**src/rtl/sum_buf_pkg.sv**
```systemverilog
// Shared defaults, types and occupancy encoding for the sum stream buffer.
// Optional parity storage is selected by the SUM_BUF_PARITY_EN macro in the users of this package.
package sum_buf_pkg;

   localparam int DEF_WIDTH = 8;
   localparam int DEF_DEPTH = 4;
   localparam int DEF_CNT_W = 8;

   typedef logic [DEF_WIDTH-1:0]       data_t;
   typedef logic [$clog2(DEF_DEPTH)-1:0] ptr_t;
   typedef logic [$clog2(DEF_DEPTH):0]   level_t;

   typedef enum logic [1:0] {
      OCC_EMPTY   = 2'd0,
      OCC_PARTIAL = 2'd1,
      OCC_FULL    = 2'd2
   } occ_e;

endpackage

```
**src/rtl/sum_stream_buffer_if.sv**
```systemverilog
// Producer/consumer bundle of the sum stream buffer; slave = buffer, master = its environment.
// With SUM_BUF_PARITY_EN defined the bundle also carries out_par.
interface sum_stream_buffer_if import sum_buf_pkg::*; #(
   parameter int WIDTH = DEF_WIDTH,
   parameter int DEPTH = DEF_DEPTH,
   parameter int CNT_W = DEF_CNT_W
);

   // Handshakes: a transfer happens on a rising edge where valid and ready are both 1;
   // ready and valid driven by the buffer depend only on its registered state.
   logic                     in_valid;
   logic [WIDTH-1:0]         in_data;
   logic                     in_ready;
   logic                     out_valid;
   logic [WIDTH-1:0]         out_data;
   logic                     out_ready;
   logic [$clog2(DEPTH):0]   level;
   logic [CNT_W-1:0]         drop_cnt;
`ifdef SUM_BUF_PARITY_EN
   logic                     out_par;

   modport slave (
      input  in_valid, in_data, out_ready,
      output in_ready, out_valid, out_data, level, drop_cnt, out_par
   );
   modport master (
      output in_valid, in_data, out_ready,
      input  in_ready, out_valid, out_data, level, drop_cnt, out_par
   );
`else
   modport slave (
      input  in_valid, in_data, out_ready,
      output in_ready, out_valid, out_data, level, drop_cnt
   );
   modport master (
      output in_valid, in_data, out_ready,
      input  in_ready, out_valid, out_data, level, drop_cnt
   );
`endif

endinterface

```
**src/rtl/sum_buf_mem.sv**
```systemverilog
// Storage array of the sum stream buffer: one synchronous write port, one asynchronous read port.
// Contents are intentionally not reset.
module sum_buf_mem #(
   parameter int W     = 8,
   parameter int DEPTH = 4
) (
   input  logic                     clk,
   input  logic                     we,
   input  logic [$clog2(DEPTH)-1:0] waddr,
   input  logic [W-1:0]             wdata,
   input  logic [$clog2(DEPTH)-1:0] raddr,
   output logic [W-1:0]             rdata
);

   logic [W-1:0] mem_q [DEPTH];

   always_ff @(posedge clk) begin
      if (we) begin
         mem_q[waddr] <= wdata;
      end
   end

   assign rdata = mem_q[raddr];

endmodule

```
**src/rtl/sum_stream_buffer.sv**
```systemverilog
// FWFT FIFO behind the registered adder: captures sums, drops and counts them when full.
// Define SUM_BUF_PARITY_EN to store an even-parity bit per entry and drive out_par.
module sum_stream_buffer import sum_buf_pkg::*; #(
   parameter int WIDTH = DEF_WIDTH,
   parameter int DEPTH = DEF_DEPTH,
   parameter int CNT_W = DEF_CNT_W
) (
   input  logic                clk,
   input  logic                rst,
   sum_stream_buffer_if.slave  bus,
   output occ_e                occ_state
);

   localparam int PTR_W = $clog2(DEPTH);
   localparam int LVL_W = PTR_W + 1;
`ifdef SUM_BUF_PARITY_EN
   localparam int ENTRY_W = WIDTH + 1;
`else
   localparam int ENTRY_W = WIDTH;
`endif

   logic [PTR_W-1:0] wr_ptr_q, wr_ptr_d;
   logic [PTR_W-1:0] rd_ptr_q, rd_ptr_d;
   logic [LVL_W-1:0] level_q, level_d;
   logic [CNT_W-1:0] drop_cnt_q, drop_cnt_d;
   occ_e             occ_q, occ_d;
   logic             in_ready_q, in_ready_d;
   logic             out_valid_q, out_valid_d;
   logic             push, pop, drop;
   logic [ENTRY_W-1:0] wr_entry, rd_entry;

   always_comb begin
      push = bus.in_valid && in_ready_q;
      pop  = out_valid_q && bus.out_ready;
      drop = bus.in_valid && !in_ready_q;

      wr_ptr_d = push ? wr_ptr_q + PTR_W'(1) : wr_ptr_q;
      rd_ptr_d = pop  ? rd_ptr_q + PTR_W'(1) : rd_ptr_q;

      level_d = level_q;
      if (push && !pop) begin
         level_d = level_q + LVL_W'(1);
      end else if (pop && !push) begin
         level_d = level_q - LVL_W'(1);
      end

      drop_cnt_d = drop_cnt_q;
      if (drop && (drop_cnt_q != {CNT_W{1'b1}})) begin
         drop_cnt_d = drop_cnt_q + CNT_W'(1);
      end

      occ_d = occ_q;
      case (occ_q)
         OCC_EMPTY: begin
            if (push) occ_d = OCC_PARTIAL;
         end
         OCC_PARTIAL: begin
            if (push && !pop && (level_q == LVL_W'(DEPTH - 1))) begin
               occ_d = OCC_FULL;
            end else if (pop && !push && (level_q == LVL_W'(1))) begin
               occ_d = OCC_EMPTY;
            end
         end
         OCC_FULL: begin
            if (pop) occ_d = OCC_PARTIAL;
         end
         default: occ_d = OCC_EMPTY;
      endcase

      // Handshake flags are registered from the next level so they never see in_valid/out_ready.
      in_ready_d  = (level_d != LVL_W'(DEPTH));
      out_valid_d = (level_d != LVL_W'(0));
   end

   always_ff @(posedge clk) begin
      if (rst) begin
         wr_ptr_q    <= '0;
         rd_ptr_q    <= '0;
         level_q     <= '0;
         drop_cnt_q  <= '0;
         occ_q       <= OCC_EMPTY;
         in_ready_q  <= 1'b1;
         out_valid_q <= 1'b0;
      end else begin
         wr_ptr_q    <= wr_ptr_d;
         rd_ptr_q    <= rd_ptr_d;
         level_q     <= level_d;
         drop_cnt_q  <= drop_cnt_d;
         occ_q       <= occ_d;
         in_ready_q  <= in_ready_d;
         out_valid_q <= out_valid_d;
      end
   end

`ifdef SUM_BUF_PARITY_EN
   assign wr_entry = {^bus.in_data, bus.in_data};
`else
   assign wr_entry = bus.in_data;
`endif

   sum_buf_mem #(
      .W     (ENTRY_W),
      .DEPTH (DEPTH)
   ) u_mem (
      .clk   (clk),
      .we    (push && !rst),
      .waddr (wr_ptr_q),
      .wdata (wr_entry),
      .raddr (rd_ptr_q),
      .rdata (rd_entry)
   );

   assign bus.in_ready  = in_ready_q;
   assign bus.out_valid = out_valid_q;
   assign bus.out_data  = rd_entry[WIDTH-1:0];
   assign bus.level     = level_q;
   assign bus.drop_cnt  = drop_cnt_q;
`ifdef SUM_BUF_PARITY_EN
   assign bus.out_par   = rd_entry[WIDTH];
`endif
   assign occ_state     = occ_q;

endmodule

```
**src/flat_wrapper.sv**
```systemverilog
// flat-port wrapper written by rule: the top's interface ports become plain ports
module sum_stream_buffer_flat import sum_buf_pkg::*;
#(
   parameter int WIDTH = DEF_WIDTH,
   parameter int DEPTH = DEF_DEPTH,
   parameter int CNT_W = DEF_CNT_W
)
  (clk, rst, occ_state, bus_in_valid, bus_in_data, bus_out_ready, bus_in_ready, bus_out_valid, bus_out_data, bus_level, bus_drop_cnt);
  sum_stream_buffer_if #(.WIDTH(WIDTH), .DEPTH(DEPTH), .CNT_W(CNT_W)) bus_i ();
  input  logic clk;
  input  logic rst;
  output occ_e occ_state;
  input wire logic [$bits(bus_i.in_valid)-1:0] bus_in_valid;
  input wire logic [$bits(bus_i.in_data)-1:0] bus_in_data;
  input wire logic [$bits(bus_i.out_ready)-1:0] bus_out_ready;
  output wire logic [$bits(bus_i.in_ready)-1:0] bus_in_ready;
  output wire logic [$bits(bus_i.out_valid)-1:0] bus_out_valid;
  output wire logic [$bits(bus_i.out_data)-1:0] bus_out_data;
  output wire logic [$bits(bus_i.level)-1:0] bus_level;
  output wire logic [$bits(bus_i.drop_cnt)-1:0] bus_drop_cnt;
  assign bus_i.in_valid = bus_in_valid;
  assign bus_i.in_data = bus_in_data;
  assign bus_i.out_ready = bus_out_ready;
  assign bus_in_ready = bus_i.in_ready;
  assign bus_out_valid = bus_i.out_valid;
  assign bus_out_data = bus_i.out_data;
  assign bus_level = bus_i.level;
  assign bus_drop_cnt = bus_i.drop_cnt;
  sum_stream_buffer #(.WIDTH(WIDTH), .DEPTH(DEPTH), .CNT_W(CNT_W)) u_core (.clk(clk), .rst(rst), .bus(bus_i), .occ_state(occ_state));
endmodule
```
**config.mk**
```make
export PLATFORM = sky130hd
export DESIGN_NAME = sum_stream_buffer_flat
export DESIGN_NICKNAME = d
export VERILOG_FILES = /design/src/rtl/sum_buf_pkg.sv /design/src/rtl/sum_stream_buffer_if.sv /design/src/rtl/sum_buf_mem.sv /design/src/rtl/sum_stream_buffer.sv /design/src/flat_wrapper.sv
export SDC_FILE = /design/constraint.sdc
export NUM_CORES = 1
export LEC_CHECK = 0
export CORE_AREA = 4 4 59 87
export CTS_BUF_LIST = sky130_fd_sc_hd__clkbuf_16
export CTS_CLUSTER_DIAMETER = 50
export DETAILED_ROUTE_END_ITERATION = 6
export DIE_AREA = 0 0 63 91
export DONT_BUFFER_PORTS = 1
export MAX_ROUTING_LAYER = met4
export PLACE_DENSITY = 0.74
export SYNTH_ARGS = -nofsm -noshare
export SYNTH_HDL_FRONTEND = slang
export SYNTH_SLANG_ARGS = --single-unit
```
**constraint.sdc**
```tcl
create_clock -name clk -period 2.4 [get_ports clk]
set_clock_uncertainty 0.2 [all_clocks]
set_input_delay 0.24 -clock clk [delete_from_list [all_inputs] [get_ports clk]]
set_output_delay 0.24 -clock clk [all_outputs]
set_load 0.02 [all_outputs]
```
==> flow_summary.toml <==
[outcome]
status = "complete, no violations"

[critical_path]
crit_family = "simple AND/OR/NAND/NOR gates"
cp_max_fo = 4
crit_path_top_delay_cell = "or4_4"
crit_path_cell_trace = "inv_2 -> ha_1 -> or4_4 -> o311a_1 -> or3_1"
r2r_end = "u_core.bus.in_ready$_SDFF_PP1_"
required_ns = 2.37
cpPeakStageDelay_ns = 0.56
arrival_ns = 2.08
startpoint_type = "flop"
reg2reg_setup_slack_ns = 0.29
cp.depth = 5
critical_path_class = "flop to flop"
endpoint_kind = "flop"
critPathBufInv = 1
r2r-start = "u_core.bus.level[0]$_SDFF_PP0_"
crit_path_start = "u_core.bus.level[0]$_SDFF_PP0_"
reg2reg_depth = 5

[timing]
maxSlewViolCount = 0
fmax_mhz = 473
hold_viol = 0
fin_ws_ns = 0.287
period_share = 0.881
worst_slew_pin_slew_ns = 0.727
timing.slew.headroom = 0.514
rsz0062_at_grt = "false"
fin_setup_tns_ns = 0
period_minus_slack_ns = 2.11
setup_violations = 0

[synthesis]
yosysWarningCount = 0
netlist_area_sq_um = 2260
syn_area_per_cell_sq_um = 13.5
yosys.cell_types.count = 40
postSynthCellCount = 167
synth_ff_type = "edfxtp_1"
async_flop_share = 0
synth.yosys.seq_area_share = 0.612
synth_edf_count = 32
synth_nets = 188
synth_seq_cells = 53

[global_routing]
grt_pass1_wl_mm = 6.86
track_usage = 0.155
grt_start_max_net_pins = 22
grt_pass1_vias = 1422
antenna_found_initial = 0
overflow = 0

[clock_tree]
clock_latency_ns = 0.29
cts_tree = "built"
root_buffer = "clkbuf_16"
cts_buffer_depth = 2
cts_buffers = 5
cts.sink_count = 53
cts.clk_slew.worst_paths_ns = 0.07
htree_levels = 2

[detailed_routing]
via_per_inst = 6.03
first_iter_violations = 33
wl_mm = 3.98
routedWlPerCell_microns = 17.3
vias = 1386
drc_errors = 0
ant_nets = 0
dr.pass1.iters = 4

[job]
maxCapViolCount = 0

[die]
placement_rows = 29
dieArea_sq_um = 5730
initial_core_util = 0.522
core-area_sq_um = 4320
fp.dieW_microns = 63
ios = 35
fp.dieH_microns = 91

[placed_design]
io_buffer_count = 0
gp_congestion = 0.729
dpl_worst_slack_ns = 0.319
place_hpwl_mm = 2.77

[power]
total_power_w = 0.00221
p_leak_nw = 0.893
ir_drop_uv = 476
power_density_nw_per_um2 = 862

[hold_path]
min_to = "u_core.occ_state[1]$_SDFFE_PP0P_"
hold_start = "bus_out_ready"
whs_path_depth = 2
hold_path.class = "input port to flop"

[cells_and_area]
nNetsFinal = 204
final_layout_size_suffix_gt1_frac = 0.141
num_antenna_cells = 0
areaGrowthSynthToFinish_pct = 13.8
final_cell_mix = "edfxtp_1 (32), dfxtp_1 (21), nor2_1 (14)"
final_common_cell = "edfxtp_1"
==> synthesized netlist by cell type, types with 2 or more instances <==
library cell  instances  area, sq um
nand4_1               3         18.8
nor2_1               14         52.6
xor2_1                4         35.0
mux2i_1               2         20.0
a211oi_1              4         30.0
ha_1                  9          113
nand4b_1              2         17.5
o21ai_0               5         25.0
clkbuf_1              3         11.3
mux4_2                8          180
nor3b_1               6         45.0
nor2b_1               4         25.0
a21oi_1               6         30.0
nand2_1               9         33.8
edfxtp_1             32          961
inv_1                 5         18.8
nand3_1               3         15.0
dfxtp_1              21          420
buf_2                 2         10.0
a31oi_1               2         12.5
xnor2_1               4         35.0
==> worst max-delay path by stage <==
| stage | to | slack, ns |
|---|---|---|
| 2_1_floorplan | u_core.bus.in_ready$_SDFF_PP1_ | 0.15 |
| 3_3_place_gp | u_core.bus.in_ready$_SDFF_PP1_ | 0.39 |
| 3_5_place_dp | u_core.bus.in_ready$_SDFF_PP1_ | 0.32 |
| 4_1_cts | u_core.bus.in_ready$_SDFF_PP1_ | 0.30 |
| 5_1_grt | u_core.bus.in_ready$_SDFF_PP1_ | 0.23 |
| 6_report | u_core.bus.in_ready$_SDFF_PP1_ | 0.29 |
==> flip-flops by register name (all words and copies together) (netlist names), named ones only <==
name	count
u_core.bus.level	3
u_core.wr_ptr_q	2
u_core.rd_ptr_q	2
u_core.bus.out_valid	1
u_core.bus.drop_cnt	8
u_core.u_mem.mem_q	32
u_core.occ_state	2
u_core.bus.in_ready	1
==> layer usage <==
metal,share of wire,global-route usage,up-vias
met1,0.38,0.171,696
met4,0.020,0.0700,0
met2,0.55,0.262,34
met5,0,-,-
li1,-,-,648
met3,0.043,0.0370,8
==> what timing repair did <==
item	in CTS	in global routing
hold endpoints to repair	53	0
setup buffers	0	0
resized for setup	0	0
hold buffers	9	0
==> through the flow <==
stage               hold WS [ns]  cells  instance area (sq um)   util
floorplan                  0.112    167                   2260      -
global placement           0.113    213                   2330  0.540
detailed placement         0.114    213                   2330  0.540
CTS                       0.0494    230                   2570  0.594
global route              0.0520    230                   2570  0.594
finish                    0.0542    230                   2570  0.594
==> power by group <==
part | leakage [nW] | internal (W) | switching, W | total, W
clock network | 0.0702 | 0.000388 | 0.000310 | 0.000698
logic | 0.361 | 0.000178 | 0.000236 | 0.000414
registers | 0.462 | 0.00103 | 0.0000705 | 0.00110
total | 0.893 | 0.00160 | 0.000616 | 0.00221
==> cell type report <==
type,count,area [sq um]
Multi-Input combinational cell,101,816
Inverter,6,22.5
Sequential cell,53,1380
Clock buffer,5,125
Fill cell,325,1750
Tap cell,46,57.6
Clock inverter,3,21.3
Timing Repair Buffer,16,143
==> cell families after synthesis <==
kind of cell,count (synthesis),synth area share
AO/OA/AOI/OAI,22,0.0621
XOR/XNOR,8,0.0311
adder cells (fa/ha/maj),9,0.0499
buffers and inverters,13,0.0261
flip-flops,53,0.612
multiplexers,10,0.0887
AND/OR/NAND/NOR,52,0.130
Power figures use the tool's default switching activity.
